**src/rtl/tone_pkg.sv**
```systemverilog
// Shared types and pitch constants for the piezo tone generator.
// Latency: n/a (package only).
// Backpressure: n/a (package only).
//
// Contents:
//   state_e          - tone FSM states
//   NOTE_* / OCT_*   - key code and octave select encodings
//   NOTE_FREQ_CHZ    - equal-tempered pitches of the eight keys, in centihertz
//   half_period()    - cycles per half-period for a pitch at a given clock rate
package tone_pkg;

    typedef enum logic [1:0] {
        IDLE  = 2'd0,
        PLAY  = 2'd1,
        DRAIN = 2'd2
    } state_e;

    // Key codes 1..8 are playable; anything else is a rest.
    localparam logic [3:0] NOTE_C4 = 4'd1;
    localparam logic [3:0] NOTE_C5 = 4'd8;

    localparam logic [1:0] OCT_DOWN = 2'd0;
    localparam logic [1:0] OCT_UP   = 2'd2;

    localparam int NUM_NOTES = 8;

    // C4 D4 E4 F4 G4 A4 B4 C5, in 1/100 Hz so the table stays integer.
    localparam int unsigned NOTE_FREQ_CHZ [NUM_NOTES] = '{
        32'd26163, 32'd29366, 32'd32963, 32'd34923,
        32'd39200, 32'd44000, 32'd49388, 32'd52325
    };

    // round(clk_hz / (2 * f)) with f given in centihertz. Elaboration-time only;
    // the 64-bit intermediate keeps clk_hz * 100 from overflowing.
    function automatic int unsigned half_period(input int unsigned clk_hz,
                                                input int unsigned f_chz);
        longint unsigned num;
        longint unsigned den;
        num = longint'(clk_hz) * 64'd100 + 64'(f_chz);
        den = 64'(f_chz) * 64'd2;
        return 32'(num / den);
    endfunction

endpackage

```
**src/rtl/tone_rom.sv**
```systemverilog
// Key/octave to half-period lookup: base table entry shifted by octave.
// Latency: combinational, zero cycles.
// Backpressure: none; pure function of the inputs.
//
// Ports:
//   iNote       [3:0]      key code, 1..8 playable, others are rests
//   iOctave     [1:0]      0 = down, 2 = up, 1/3 = as listed
//   oHalfPeriod [HP_W-1:0] cycles per buzzer level for the selection
//   oValid                 1 when iNote names a playable key
module tone_rom
    import tone_pkg::*;
#(
    parameter int unsigned CLK_HZ = 1000000,
    parameter int          HP_W   = 12
) (
    input  logic [3:0]      iNote,
    input  logic [1:0]      iOctave,
    output logic [HP_W-1:0] oHalfPeriod,
    output logic            oValid
);

    // Base half-periods for the configured clock, built at elaboration so no
    // divider is ever synthesised.
    localparam int unsigned HP_TAB [NUM_NOTES] = '{
        half_period(CLK_HZ, NOTE_FREQ_CHZ[0]),
        half_period(CLK_HZ, NOTE_FREQ_CHZ[1]),
        half_period(CLK_HZ, NOTE_FREQ_CHZ[2]),
        half_period(CLK_HZ, NOTE_FREQ_CHZ[3]),
        half_period(CLK_HZ, NOTE_FREQ_CHZ[4]),
        half_period(CLK_HZ, NOTE_FREQ_CHZ[5]),
        half_period(CLK_HZ, NOTE_FREQ_CHZ[6]),
        half_period(CLK_HZ, NOTE_FREQ_CHZ[7])
    };

    logic [2:0]      tab_idx;
    logic [HP_W-1:0] base_hp;

    always_comb begin
        tab_idx = 3'(iNote - NOTE_C4);
        base_hp = '0;
        oValid  = 1'b0;
        if (iNote >= NOTE_C4 && iNote <= NOTE_C5) begin
            oValid  = 1'b1;
            base_hp = HP_W'(HP_TAB[tab_idx]);
        end
    end

    // Octave down doubles the half-period; octave up halves it, truncating
    // (C4 up becomes 955, not 956).
    always_comb begin
        case (iOctave)
            OCT_DOWN: oHalfPeriod = base_hp << 1;
            OCT_UP:   oHalfPeriod = base_hp >> 1;
            default:  oHalfPeriod = base_hp;
        endcase
    end

endmodule

```
**src/rtl/tone_generator.sv**
```systemverilog
// Glitch-free square-wave driver for the piano buzzer; pitch changes only on level boundaries.
// Latency: one cycle from a valid gate to oBuzzer high; release completes within one half-period.
// Backpressure: none; free-running output, the gate may drop or return at any time.
//
// Ports:
//   iClk     system clock, rising edge
//   iReset   synchronous active-high reset, overrides everything
//   iRing    play gate from the note-length counter
//   iNote    key code (1..8 playable, others rest)
//   iOctave  octave select (0 down, 1/3 normal, 2 up)
//   oBuzzer  registered square wave, idles low
//   oBusy    registered, high whenever a tone is sounding or draining
module tone_generator
    import tone_pkg::*;
#(
    parameter int unsigned CLK_HZ = 1000000,
    parameter int          HP_W   = 12
) (
    input  logic       iClk,
    input  logic       iReset,
    input  logic       iRing,
    input  logic [3:0] iNote,
    input  logic [1:0] iOctave,
    output logic       oBuzzer,
    output logic       oBusy
);

    state_e          state_q, state_d;
    logic [HP_W-1:0] cnt_q,   cnt_d;
    logic [HP_W-1:0] hp_q,    hp_d;
    logic            buzz_q,  buzz_d;
    logic            busy_q,  busy_d;

    logic [HP_W-1:0] sel_hp;
    logic            sel_vld;
    logic            play_vld;
    logic            boundary;

    tone_rom #(
        .CLK_HZ (CLK_HZ),
        .HP_W   (HP_W)
    ) u_rom (
        .iNote       (iNote),
        .iOctave     (iOctave),
        .oHalfPeriod (sel_hp),
        .oValid      (sel_vld)
    );

    assign play_vld = iRing & sel_vld;

    // Last cycle of the current level. hp_q is only meaningful outside IDLE,
    // which is the only place this is consulted.
    assign boundary = (cnt_q == hp_q - HP_W'(1));

    always_comb begin
        state_d = state_q;
        cnt_d   = cnt_q;
        hp_d    = hp_q;
        buzz_d  = buzz_q;

        case (state_q)
            IDLE: begin
                cnt_d  = '0;
                buzz_d = 1'b0;
                if (play_vld) begin
                    state_d = PLAY;
                    buzz_d  = 1'b1;
                    hp_d    = sel_hp;
                end
            end

            PLAY: begin
                if (play_vld) begin
                    if (boundary) begin
                        // Only place a new pitch is picked up.
                        buzz_d = ~buzz_q;
                        cnt_d  = '0;
                        hp_d   = sel_hp;
                    end else begin
                        cnt_d = cnt_q + HP_W'(1);
                    end
                end else if (buzz_q) begin
                    if (boundary) begin
                        // High level ends on this very edge: fall straight to idle.
                        buzz_d  = 1'b0;
                        cnt_d   = '0;
                        state_d = IDLE;
                    end else begin
                        // Let the high level run its full length before stopping.
                        cnt_d   = cnt_q + HP_W'(1);
                        state_d = DRAIN;
                    end
                end else begin
                    // Already low: stopping now cannot shorten a pulse.
                    cnt_d   = '0;
                    state_d = IDLE;
                end
            end

            DRAIN: begin
                // Pitch inputs are not consulted until the level finishes.
                if (boundary) begin
                    buzz_d = 1'b0;
                    cnt_d  = '0;
                    if (play_vld) begin
                        // Gate came back exactly at the edge: carry on playing
                        // rather than idle for a cycle and emit a runt low.
                        state_d = PLAY;
                        hp_d    = sel_hp;
                    end else begin
                        state_d = IDLE;
                    end
                end else begin
                    // A returning gate resumes play without restarting the phase.
                    cnt_d = cnt_q + HP_W'(1);
                    if (play_vld) begin
                        state_d = PLAY;
                    end
                end
            end

            default: begin
                state_d = IDLE;
                cnt_d   = '0;
                buzz_d  = 1'b0;
            end
        endcase
    end

    // Registered so oBusy falls on the same edge as the final buzzer fall.
    always_comb begin
        busy_d = (state_d != IDLE);
    end

    always_ff @(posedge iClk) begin
        if (iReset) begin
            state_q <= IDLE;
            cnt_q   <= '0;
            hp_q    <= '0;
            buzz_q  <= 1'b0;
            busy_q  <= 1'b0;
        end else begin
            state_q <= state_d;
            cnt_q   <= cnt_d;
            hp_q    <= hp_d;
            buzz_q  <= buzz_d;
            busy_q  <= busy_d;
        end
    end

    assign oBuzzer = buzz_q;
    assign oBusy   = busy_q;

endmodule
```
**config.mk**
```make
export PLATFORM = sky130hd
export DESIGN_NAME = tone_generator
export DESIGN_NICKNAME = d
export VERILOG_FILES = /design/src/rtl/tone_pkg.sv /design/src/rtl/tone_rom.sv /design/src/rtl/tone_generator.sv
export SDC_FILE = /design/constraint.sdc
export NUM_CORES = 1
export LEC_CHECK = 0
export BUFFER_PORTS_ARGS = -buffer_cell sky130_fd_sc_hd__buf_4
export CAP_MARGIN = 25
export CELL_PAD_IN_SITES_DETAIL_PLACEMENT = 0
export CELL_PAD_IN_SITES_GLOBAL_PLACEMENT = 2
export CORE_ASPECT_RATIO = 0.9
export CORE_UTILIZATION = 38
export CTS_CLUSTER_DIAMETER = 60
export DETAILED_ROUTE_END_ITERATION = 10
export PLACE_DENSITY_LB_ADDON = 0.12
export SYNTH_ARGS = -nofsm -noshare
export SYNTH_HDL_FRONTEND = slang
export SYNTH_HIERARCHICAL = 1
export SYNTH_SLANG_ARGS = --single-unit
```
**constraint.sdc**
```tcl
create_clock -name iClk -period 2.8 [get_ports iClk]
set_clock_uncertainty 0.15 [all_clocks]
set_input_delay 0 -clock iClk [delete_from_list [all_inputs] [get_ports iClk]]
set_output_delay 0 -clock iClk [all_outputs]
set_load 0.05 [all_outputs]
```
# ---- Word-level counts from Yosys, hierarchy flattened
# Memory sizes are Yosys's and may differ from the RTL's.
# Index checks and enable logic that the tools add are counted.
dict set report totals {
  regBits 28
  romBits 256
  n_memories 1
}
dict set report op_classes {
  n_addsub 3
  n_lt_le_gt_ge 3
  n_eq_ne 8
  n_mux 28
  bitwise 3
  n_reduce_logical 7
}
# memory depth word_bits rd rd_ports_with_merged_regs write_ports line
set mem_list {}
lappend mem_list {{(name not given)} 8 32 1 0 0 tone_rom.sv:44} ;# base_hp = HP_W'(HP_TAB[tab_idx]);
# operator count
set ops {}
lappend ops {{$mux 12} 10}
lappend ops {{$pmux 12 s2} 2}
lappend ops {{$pmux 12 s3} 1}
lappend ops {{$add 12x1->12 const B} 1}
lappend ops {{$eq 12x12->1} 1}
lappend ops {{$sub 12x1->12 const B} 1}
lappend ops {{$mux 2} 5}
lappend ops {{$mux 1} 8}
lappend ops {{$ne 2x2->1 const B} 3}
lappend ops {{$pmux 2 s3} 1}
lappend ops {{$eq 2x2->1 const B} 2}
lappend ops {{$ge 4x1->1 const B} 1}
lappend ops {{$ge 4x4->1 const B} 1}
lappend ops {{$le 4x4->1 const B} 1}
lappend ops {{$logic_not 2->1} 2}
lappend ops {{$not 3->4} 1}
lappend ops {{$reduce_and 4->1} 1}
lappend ops {{$ne 3x3->1 const B} 1}
lappend ops {{$pmux 1 s3} 1}
lappend ops {{$reduce_bool 3->1} 1}
lappend ops {{$sub 3x1->3 const B} 1}
lappend ops {{$eq 2x1->1 const B} 1}
lappend ops {{$reduce_and 2->1} 1}
lappend ops {{$reduce_bool 2->1} 1}
lappend ops {{other kinds (3)} 3}

# ---- Depth between registers and ports, before layout
# Gate-level depths: netlist (run 1).
dict set report depth {
  ltp_word 10
  ltp_mapped 12
}

# ---- By module
# Netlist (run 1), hierarchy kept.
# module n_inst cells_per_inst area_each_um2 seq_area_each_um2
set by_module_without_submodules {}
lappend by_module_without_submodules {tone_generator 1 256 2174.6 560.5}
lappend by_module_without_submodules {tone_rom 1 73 488.0 0.0}

# ---- Worst setup path after synthesis (run 1)
# No wires, ideal clock.
dict set report synth_timing {
  path_kind {register to register}
  start {register hp_q[0]}
  end {register cnt_q[10]}
  setup_ns 0.140
  t_arrival_ns 2.136
  required_ns 2.510
  path_slack_ns 0.375
  stages_incl_launch_ff 11
  path_cell_list {dfxtp_1 -> inv_1 -> ha_1 -> nand2b_1 -> a21oi_1 -> o2111ai_1 -> nor4_4 -> and3_1 -> buf_6 -> buf_12 -> nor3_2}
}
dict set report synth_via {
  elab_chain_len 6
}
# element line
set synth_rtl {}
lappend synth_rtl {{from (decl)} tone_generator.sv:30} ;# logic [HP_W-1:0] hp_q, hp_d;
lappend synth_rtl {{from (signal assigned)} tone_generator.sv:145} ;# hp_q <= hp_d;
lappend synth_rtl {{$sub 12x1->12 *} tone_generator.sv:53} ;# assign boundary = (cnt_q == hp_q - HP_W'(1));
lappend synth_rtl {{$eq 12x12->1 *} tone_generator.sv:53}
lappend synth_rtl {{$mux 12 *} {tone_generator.sv:74, tone_generator.sv:83, tone_generator.sv:102}}
lappend synth_rtl {{$mux 12} tone_generator.sv:82} ;# end else if (buzz_q) begin
lappend synth_rtl {{$mux 12} tone_generator.sv:73} ;# if (play_vld) begin
lappend synth_rtl {{$pmux 12 s2 *} tone_generator.sv:61} ;# case (state_q)
lappend synth_rtl {{to (signal assigned)} tone_generator.sv:144} ;# cnt_q <= cnt_d;
lappend synth_rtl {{to (decl)} tone_generator.sv:29} ;# logic [HP_W-1:0] cnt_q, cnt_d;
# Mark *: on every way between the ends. The rest lies on a longest branch, timed or not.
# A chain may end at the register's enable or synchronous reset.

# ---- Final worst setup path (run 1)
dict set report layout_timing {
  start {register hp_q[1]}
  end {register cnt_q[7]}
}
# Same word-level chain as after synthesis.

==> metrics, run 1 <==
Post-synth EDFFs 0; Clock Tree Buf Depth 2; crit path capture cnt_q[7]$_SDFF_PP0_; IO Pins 11; drt via density 5.73; setup TNS 0 ps; # DRC 0; Tightest Hold Check Type in2reg; layout cells sized above 1 16.7%; Avg Cell Area, Syn 8.09 µm²; clock sinks 28; Clock Power Share 26.7%; Cell Int Power between 0.7 and 0.8 mW; Async SR Flop Fraction 0%; sequential fraction of the synthesis area 21.1%; final worst setup slack 321 ps; Worst EP required 2820 ps; placer congestion estimate 0.737; Placement Rows 28; syn nets 351; Flop pwr share a little over a third; RSZ-0062 raised after global routing no; Layout area overhead 8.79%; Final Hold Violating Endpoints 0; cell at the slowest stage of the critical path dfxtp_1; Yosys warning count 6; Syn Inst Count between 300 and 400; Max stage delay on crit path ~430 ps; routed len/inst 15.5 µm; Die X-Extent 90.2 µm; critical path startpoint category flop; global-route usage over all layers ~19%; DRT antenna net count 0; Seq cells post-synth 28; Max VDD drop 0.000235 V; CTS tree done; nets 359; R2R Setup Slk 320 ps; clk root buf clkbuf_8; Final setup viols 0; commonest cells after routing, fill and taps aside nor2_1, dfxtp_1, buf_4; final period demand of the worst path 2480 ps; Synth top area share 21.1%; die height 81.4 µm; Synth area leader dfxtp_1; total grt overflow 0; prevailing post-synth register cell dfxtp_1; total power about 1.2 mW; largest net degree at the start of global routing 27; antenna cells 0; maxcap violations 0; top cells by area, synth dfxtp_1, ha_1, nor4_2, xor2_1, nor2_1; detailed router's first-iteration violation count 150; Core Region 0.00666 mm²; Final Max Tran Viols 0; Cell Area, Placed 0.00281 mm²; slew margin rel. 63.3%; vias in the first global route between 2,000 and 2,500; mapped cell area 0.00266 mm²; fmax just over 400 MHz; Comb pwr share 37.8%; R2R depth 9; initial antenna violation count 0; die area around 0.0073 mm²; CTS HTree Levels 1; DR pass1 iterations 4; clock slew at reported path FFs 110 ps; reg2reg start hp_q[1]$_SDFFE_PP0P_; DRT Wirelength 6600 µm; number of CTS-inserted buffers 3; CP endpoint kind flop; LEAKAGE 1.18 nW; via count of the routed design roughly 2,400; result of the run complete, no violations; arrival time at the worst endpoint between 2000 and 3000 ps; fin util 43.5%; crit path launch hp_q[1]$_SDFFE_PP0P_; crit path kind reg2reg; design area a little under 0.003 mm²; IO buf count 10; Worst Path Max Fanout 12; Initial Utilization 40.0%; global-route wire length before repair 11,300 µm; Slew @ Worst Pin 544 ps; Power Dens Cells between 400 and 500 mW/mm²; commonest non-fill, non-tap cell in the layout nor2_1; pre-CTS setup slack 229 ps; period utilization between 80% and 90%; reg2reg end cnt_q[7]$_SDFF_PP0_; worst skew pair latency 280 ps; postcts setup bufs 0; cts repair resizes 0; crit-path cells inv_1 -> ha_1 -> nand2b_1 -> a21oi_1 -> o2111ai_1 -> nor4_4 -> and3_1 -> buf_4 -> nor3_1; DPL Wire Length 4840 µm; NetSw approximately 0.44 mW; Sw Ratio about 36%; synth unique cells 54
[layer usage]
| metal | global-route usage [%] | share of wire, % | up-vias |
|---|---|---|---|
| met2 | 31.4 | 46 | 40 |
| met5 | 0 | 0 | - |
| met1 | 25.9 | 50 | 1158 |
| li1 | - | - | 1234 |
| met4 | 4.19 | 1.1 | 0 |
| met3 | 1.76 | 2.7 | 7 |
[cell families after synthesis]
group / synth area share, %
adder cells (fa/ha/maj): 6.11
AND/OR/NAND/NOR: 33.9
AO/OA/AOI/OAI: 20.2
multiplexers: 2.49
XOR/XNOR: 7.57
flip-flops: 21.1
buffers and inverters: 8.65
[how the worst min path moves through the flow]
stage / from / to / depth (start not counted)
2_1_floorplan: iReset / hp_q[0]$_SDFFE_PP0P_ / 1
3_3_place_gp: iReset / hp_q[2]$_SDFFE_PP0P_ / 2
3_5_place_dp: iRing / state_q[0]$_SDFF_PP0_ / 3
4_1_cts: iOctave[0] / hp_q[4]$_SDFFE_PP0P_ / 4
5_1_grt: iOctave[0] / hp_q[7]$_SDFFE_PP0P_ / 5
6_report: iOctave[0] / hp_q[7]$_SDFFE_PP0P_ / 5
[final cells by class]
cell class	count	area [µm²]
Clock buffer	3	41.3
Clock inverter	1	30.0
Fill cell	710	3760
Inverter	18	67.6
Multi-Input combinational cell	260	1870
Sequential cell	28	561
Tap cell	90	113
Timing Repair Buffer	26	213
[critical path, delay by kind of cell (launching register included)]
family	cells	cell delay [ps]
AO/OA/AOI/OAI	2	330
adder cells (fa/ha/maj)	1	250
buffers and inverters	2	320
flip-flops	1	430
AND/OR/NAND/NOR	4	890
[cells in the mapped netlist (3+ instances only)]
library cell	n
inv_1	18
nand2_1	16
xnor2_1	9
nor4_2	10
a211oi_1	7
buf_6	6
a21oi_1	10
nor4_1	4
buf_2	3
o2111ai_1	3
nor2_1	31
and4_1	12
buf_4	3
o22ai_1	12
a31oi_1	15
a21o_1	4
a211o_1	3
nand2b_1	17
dfxtp_1	28
and3_1	10
clkbuf_1	10
xor2_1	14
mux2i_1	4
nor3_2	9
ha_1	13
nand3_1	13
nor3_1	8
o21ai_0	6
[power groups by stage]
stage	logic [mW]	clock network [mW]	registers, mW
floorplan	0.352	0	0.447
global placement	0.465	0	0.449
detailed placement	0.463	0	0.448
CTS	0.467	0.338	0.439
global route	0.522	0.355	0.443
finish	0.468	0.331	0.439
[registers in the layout (all words and copies together), names as in the netlist]
register,cells
oBusy,1
hp_q,12
oBuzzer,1
cnt_q,12
state_q,2
[per-stage QoR]
| stage | hold slack [ps] | std cells |
|---|---|---|
| global route | 160 | 426 |
| global placement | 223 | 420 |
| finish | 135 | 426 |
| detailed placement | 215 | 420 |
| CTS | 130 | 426 |
| floorplan | -73.4 | 329 |
[repair_timing]
item | 4_1_cts | 5_1_grt
setup endpoints to repair | 0 | 0
endpoints found under the hold margin | 13 | 0
hold buffers | 2 | 0
Note: power is estimated with default switching activity, not from simulation.
==> run 2: changes to the inputs <==
--- a/config.mk
+++ b/config.mk
@@ -10,7 +10,7 @@
 export CELL_PAD_IN_SITES_DETAIL_PLACEMENT = 0
 export CELL_PAD_IN_SITES_GLOBAL_PLACEMENT = 2
 export CORE_ASPECT_RATIO = 0.9
-export CORE_UTILIZATION = 38
+export CORE_UTILIZATION = 34
 export CTS_CLUSTER_DIAMETER = 60
 export DETAILED_ROUTE_END_ITERATION = 10
 export PLACE_DENSITY_LB_ADDON = 0.12
==> constraint.sdc (replaced) <==
create_clock -name iClk -period 2.25 [get_ports iClk]
set_clock_uncertainty 0.15 [all_clocks]
set_input_delay 0 -clock iClk [delete_from_list [all_inputs] [get_ports iClk]]
set_output_delay 0 -clock iClk [all_outputs]
set_load 0.05 [all_outputs]
==> run 2 against run 1 <==
  * The flow now finishes with violations (setup timing)
  * Cell count rose by 11%
  * Sequential power rose by 24%
  * Largest power group unchanged
  * Cell area rose by 21%
  * Sequential share of layout area fell by 3.2 points
  * Worst setup slack got worse by 340 ps
  * Combinational power rose by 73%
  * Highest routed layer unchanged
==> metrics, run 2 (synthesized netlist as in run 1, its figures left out) <==
result of the run finished, violations left; failing checks setup timing; Clock Tree Buf Depth 2; commonest non-fill, non-tap cell in the layout buf_4; Final Hold Violating Endpoints 0; Worst EP required 2290 ps; RSZ-0062 raised after global routing yes; period utilization 101%; initial antenna violation count 0; clock slew at reported path FFs around 100 ps; pre-CTS setup slack -128 ps; fmax approximately 440 MHz; CTS HTree Levels 1; Max VDD drop between 0.0002 and 0.0003 V; Final setup viols 3; largest net degree at the start of global routing 25; IO Pins 11; DRT antenna net count 0; DR pass1 iterations 4; die height ~86 µm; LEAKAGE 1.47 nW; NetSw 0.634 mW; drt via density 5.41; Comb pwr share 45.8%; Register Area ~570 µm²; area of the multi-input gates 0.00201 mm²; critical path startpoint category flop; commonest cells after routing, fill and taps aside buf_4, nor2_1, dfxtp_1; DPL Wire Length 5420 µm; crit path launch hp_q[1]$_SDFFE_PP0P_; detailed router's first-iteration violation count 138; final period demand of the worst path 2270 ps; placer congestion estimate 0.783; Flop pwr share 30.7%; Die X-Extent 95.3 µm; R2R depth 9; via count of the routed design roughly 2,600; maxcap violations 0; vias in the first global route between 2,000 and 2,500; Clock Power Share 23.5%; IO buf count 10; biggest regs cnt_q (12), hp_q (12), state_q (2); Layout area overhead 31.5%; CTS tree done; Initial Utilization 35.3%; cell at the slowest stage of the critical path dfxtp_2; Final Max Tran Viols 0; Tightest Hold Check Type in2reg; total grt overflow 0; global-route usage over all layers 19.3%; Max stage delay on crit path roughly 350 ps; number of CTS-inserted buffers 3; crit path kind reg2reg; reg2reg end oBuzzer$_SDFFE_PP0P_; # DRC 0; CP endpoint kind flop; final worst setup slack -21.8 ps; clock sinks 28; clk root buf clkbuf_8; slew margin rel. 64.8%; Power Dens Cells 505 mW/mm²; nets 401; Fillers 749; total power 1.77 mW; crit-path cells inv_2 -> ha_4 -> nor4b_4 -> a21oi_2 -> a211o_1 -> a21o_4 -> and3_4 -> buf_6 -> o221a_1; Core Region 0.00754 mm²; Cell Int Power 1.14 mW; worst skew pair latency 280 ps; routed len/inst ~16 µm; arrival time at the worst endpoint 2310 ps; Slew @ Worst Pin ~520 ps; die area slightly above 0.008 mm²; Sw Ratio 35.8%; global-route wire length before repair 12,500 µm; crit path capture oBuzzer$_SDFFE_PP0P_; layout cells sized above 1 32.0%; reg2reg start hp_q[1]$_SDFFE_PP0P_; antenna cells 0; R2R Setup Slk -20 ps; Worst Path Max Fanout 4; Placement Rows 30; DRT Wirelength 7680 µm
-- run 2: cell count changes in the layout (fill, tap and decap cells not counted), sizes merged --
cell | previous run | this run
buf | 24 | 64
clkbuf | 3 | 5
-- run 2: cell type report --
class	count	share of cell area, %
Inverter	18	1.93
Clock buffer	3	1.18
Clock inverter	1	0.858
Tap cell	96	3.43
Sequential cell	28	16.2
Multi-Input combinational cell	260	57.5
Timing Repair Buffer	68	18.9
-- run 2: repair_timing --
item | in CTS | in global routing
cloned | 3 | 3
endpoints found under the setup margin | 17 | 28
pin swaps | 7 | 18
setup buffers | 2 | 1
resized for setup | 22 | 24
hold endpoints to repair | 13 | 0
hold buffers | 2 | 0
-- run 2: how the worst min path moves through the flow --
stage                     startpoint                    end  slack, ps  cells after the start
after floorplan               iReset   hp_q[0]$_SDFFE_PP0P_        -80                      1
after global placement         iRing  state_q[0]$_SDFF_PP0_        210                      3
after detailed placement       iRing  state_q[0]$_SDFF_PP0_        200                      3
after CTS                 iOctave[0]   hp_q[7]$_SDFFE_PP0P_        140                      5
after global routing      iOctave[0]   hp_q[2]$_SDFFE_PP0P_        180                      5
final                     iOctave[0]   hp_q[7]$_SDFFE_PP0P_        150                      5
-- run 2: per-layer routing --
metal / up-vias / wire length, µm / global-route usage [%]
li1: 1319 / - / -
met1: 1224 / 4130 / 27.9
met2: 19 / 3380 / 31.1
met3: 4 / 127 / 2.66
met4: 0 / 34 / 2.07
met5: - / 0 / 0
-- run 2: worst max-delay path, delay by kind of cell, from the launching register on --
| kind | cells | cell delay, ps |
|---|---|---|
| adders and majority gates | 1 | 150 |
| and+or+nand+nor | 2 | 520 |
| AOI/OAI and AO/OA | 4 | 810 |
| buffers and inverters | 2 | 190 |
| DFF | 1 | 350 |
-- run 2: power by group through the flow --
stage                     combinational (mW)  sequential (mW)  clock [mW]
after floorplan                        0.445            0.558           0
after global placement                 0.671            0.552           0
after detailed placement               0.674            0.552           0
after CTS                              0.751            0.543       0.434
after global routing                   0.887            0.547       0.451
final                                  0.810            0.543       0.415
-- run 2: metrics by stage --
stage               TNS (ps)  hold slack, ps  utilization [%]  instances  area [µm²]
floorplan                  0           -80.8                -        329        2680
global placement        -585             210             41.2        459        3110
detailed placement      -810             204             41.2        459        3110
CTS                        0             139             44.3        470        3340
global route           -2060             177             46.4        474        3500
finish                 -29.4             146             46.4        474        3500
==> run 3: changes to the inputs <==
--- a/config.mk
+++ b/config.mk
@@ -18,3 +18,4 @@
 export SYNTH_HDL_FRONTEND = slang
 export SYNTH_HIERARCHICAL = 1
 export SYNTH_SLANG_ARGS = --single-unit
+export TNS_END_PERCENT = 1
==> run 3 against run 2 <==
  * The flow still finishes with violations (setup timing)
  * Global-route usage decreased by 0.77 points
  * Cell count down 2.1%
  * Worst setup slack worse by 36 ps
  * Via count fell by 3.2%
  * Total power fell by 1.8%
  * Sequential cell count is the same
  * Maximum frequency fell by 1.5%
  * Die area is the same
  * Combinational power is 3.6% lower
  * Critical path type unchanged
  * Largest cell class unchanged
==> metrics, run 3 (synthesized netlist as in run 1, its figures left out) <==
result of the run finished, violations left; failing checks setup timing; maxcap violations 0; global-route usage over all layers 18.6%; DRT antenna net count 0; IO buf count 10; worst skew pair latency 280 ps; Slew @ Worst Pin 365 ps; final period demand of the worst path between 2000 and 2500 ps; vias in the first global route 2,357; Clock Tree Buf Depth 2; # DRC 0; Worst Path Max Fanout 5; CTS HTree Levels 1; Final Max Tran Viols 0; LEAKAGE 1.40 nW; biggest regs cnt_q (12), hp_q (12), state_q (2); Max VDD drop 0.000333 V; CP endpoint kind flop; Power Dens Cells 521 mW/mm²; critical path startpoint category flop; layout cells sized above 1 29.3%; pre-CTS setup slack -156 ps; nets approximately 390; CTS tree done; clk root buf clkbuf_8; Core Region roughly 0.0075 mm²; Worst EP required about 2300 ps; number of CTS-inserted buffers 3; placer congestion estimate 0.752; commonest non-fill, non-tap cell in the layout buf_4; largest net degree at the start of global routing 27; Initial Utilization 35.3%; Tightest Hold Check Type in2reg; die height 86.0 µm; detailed router's first-iteration violation count 129; RSZ-0062 raised after global routing yes; commonest cells after routing, fill and taps aside buf_4, nor2_1, dfxtp_1; drt via density 5.35; Hold Slack 159 ps; die area 0.00819 mm²; global-route wire length before repair ~12,000 µm; slew margin rel. 75.6%; Final Hold Violating Endpoints 0; IO Pins 11; clock slew at reported path FFs 110 ps; DRT Wirelength about 7300 µm; Fillers 761; arrival time at the worst endpoint 2350 ps; routed len/inst 15.7 µm; Die X-Extent 95.3 µm; period utilization 103%; antenna cells 0; fmax 433 MHz; final worst setup slack -57.4 ps; Layout area overhead 25.2%; DPL Wire Length between 5000 and 6000 µm; Final setup viols 2; initial antenna violation count 0; Placement Rows 30; total grt overflow 0; DR pass1 iterations 4; crit path kind reg2reg; via count of the routed design 2,484; clock sinks 28
## run 3: area by class of cell
type / count / area, µm² / share of cell area [%]
clock buffers: 3 / 41.3 / 1.24
inverters: 18 / 70.1 / 2.10
flip-flops and latches: 28 / 571 / 17.1
multi-input cells: 260 / 1980 / 59.5
repair buffers: 58 / 518 / 15.5
clock inverters: 1 / 30.0 / 0.901
well taps: 96 / 120 / 3.60
## run 3: path summary, 6_finish.rpt
check	from	endpoint	slack (ps)	cells after the start
worst max-delay path	hp_q[1]$_SDFFE_PP0P_	oBuzzer$_SDFFE_PP0P_	-60	9
worst min register to register	cnt_q[0]$_SDFF_PP0_	cnt_q[0]$_SDFF_PP0_	450	2
worst min-delay path	iOctave[0]	hp_q[7]$_SDFFE_PP0P_	160	5
worst max register to register	hp_q[1]$_SDFFE_PP0P_	oBuzzer$_SDFFE_PP0P_	-60	9
## run 3: metrics by stage
stage	setup TNS (ps)	cell area [µm²]	std cells	total power, mW	util (%)
after floorplan	-21.7	2680	329	1.00	-
after global placement	-1930	3070	455	1.21	40.7
after detailed placement	-2140	3070	455	1.21	40.7
after CTS	-47.1	3220	462	1.65	42.7
after global routing	-1960	3330	464	1.85	44.2
final	-66.3	3330	464	1.74	44.2
## run 3: critical path, stage by stage, from the launching register on
cell	delay (ps)
dfxtp_4	380
inv_4	60
ha_4	140
nor4b_4	330
a21oi_2	90
a211o_1	240
a21o_4	260
and3_4	180
buf_4	140
o221a_1	240
## run 3: per-layer routing
layer  share of wire, %  global-route usage [%]
met1                 55                    28.4
met2                 43                    28.5
met3                2.0                    2.39
met4               0.18                    1.24
met5                  0                       0
## run 3: repair_timing
action / in CTS / in global routing
setup endpoints to repair: 25 / 27
cloned: 0 / 2
buffers inserted: 1 / 0
gates resized for setup: 10 / 19
pin swaps: 2 / 8
hold buffers: 2 / 0
endpoints found under the hold margin: 13 / 0
## run 3: power breakdown
| group | internal, mW | switching [mW] | total (mW) |
|---|---|---|---|
| registers | 0.515 | 0.0309 | 0.545 |
| logic | 0.370 | 0.411 | 0.781 |
| clock network | 0.239 | 0.172 | 0.410 |
| total | 1.12 | 0.614 | 1.74 |
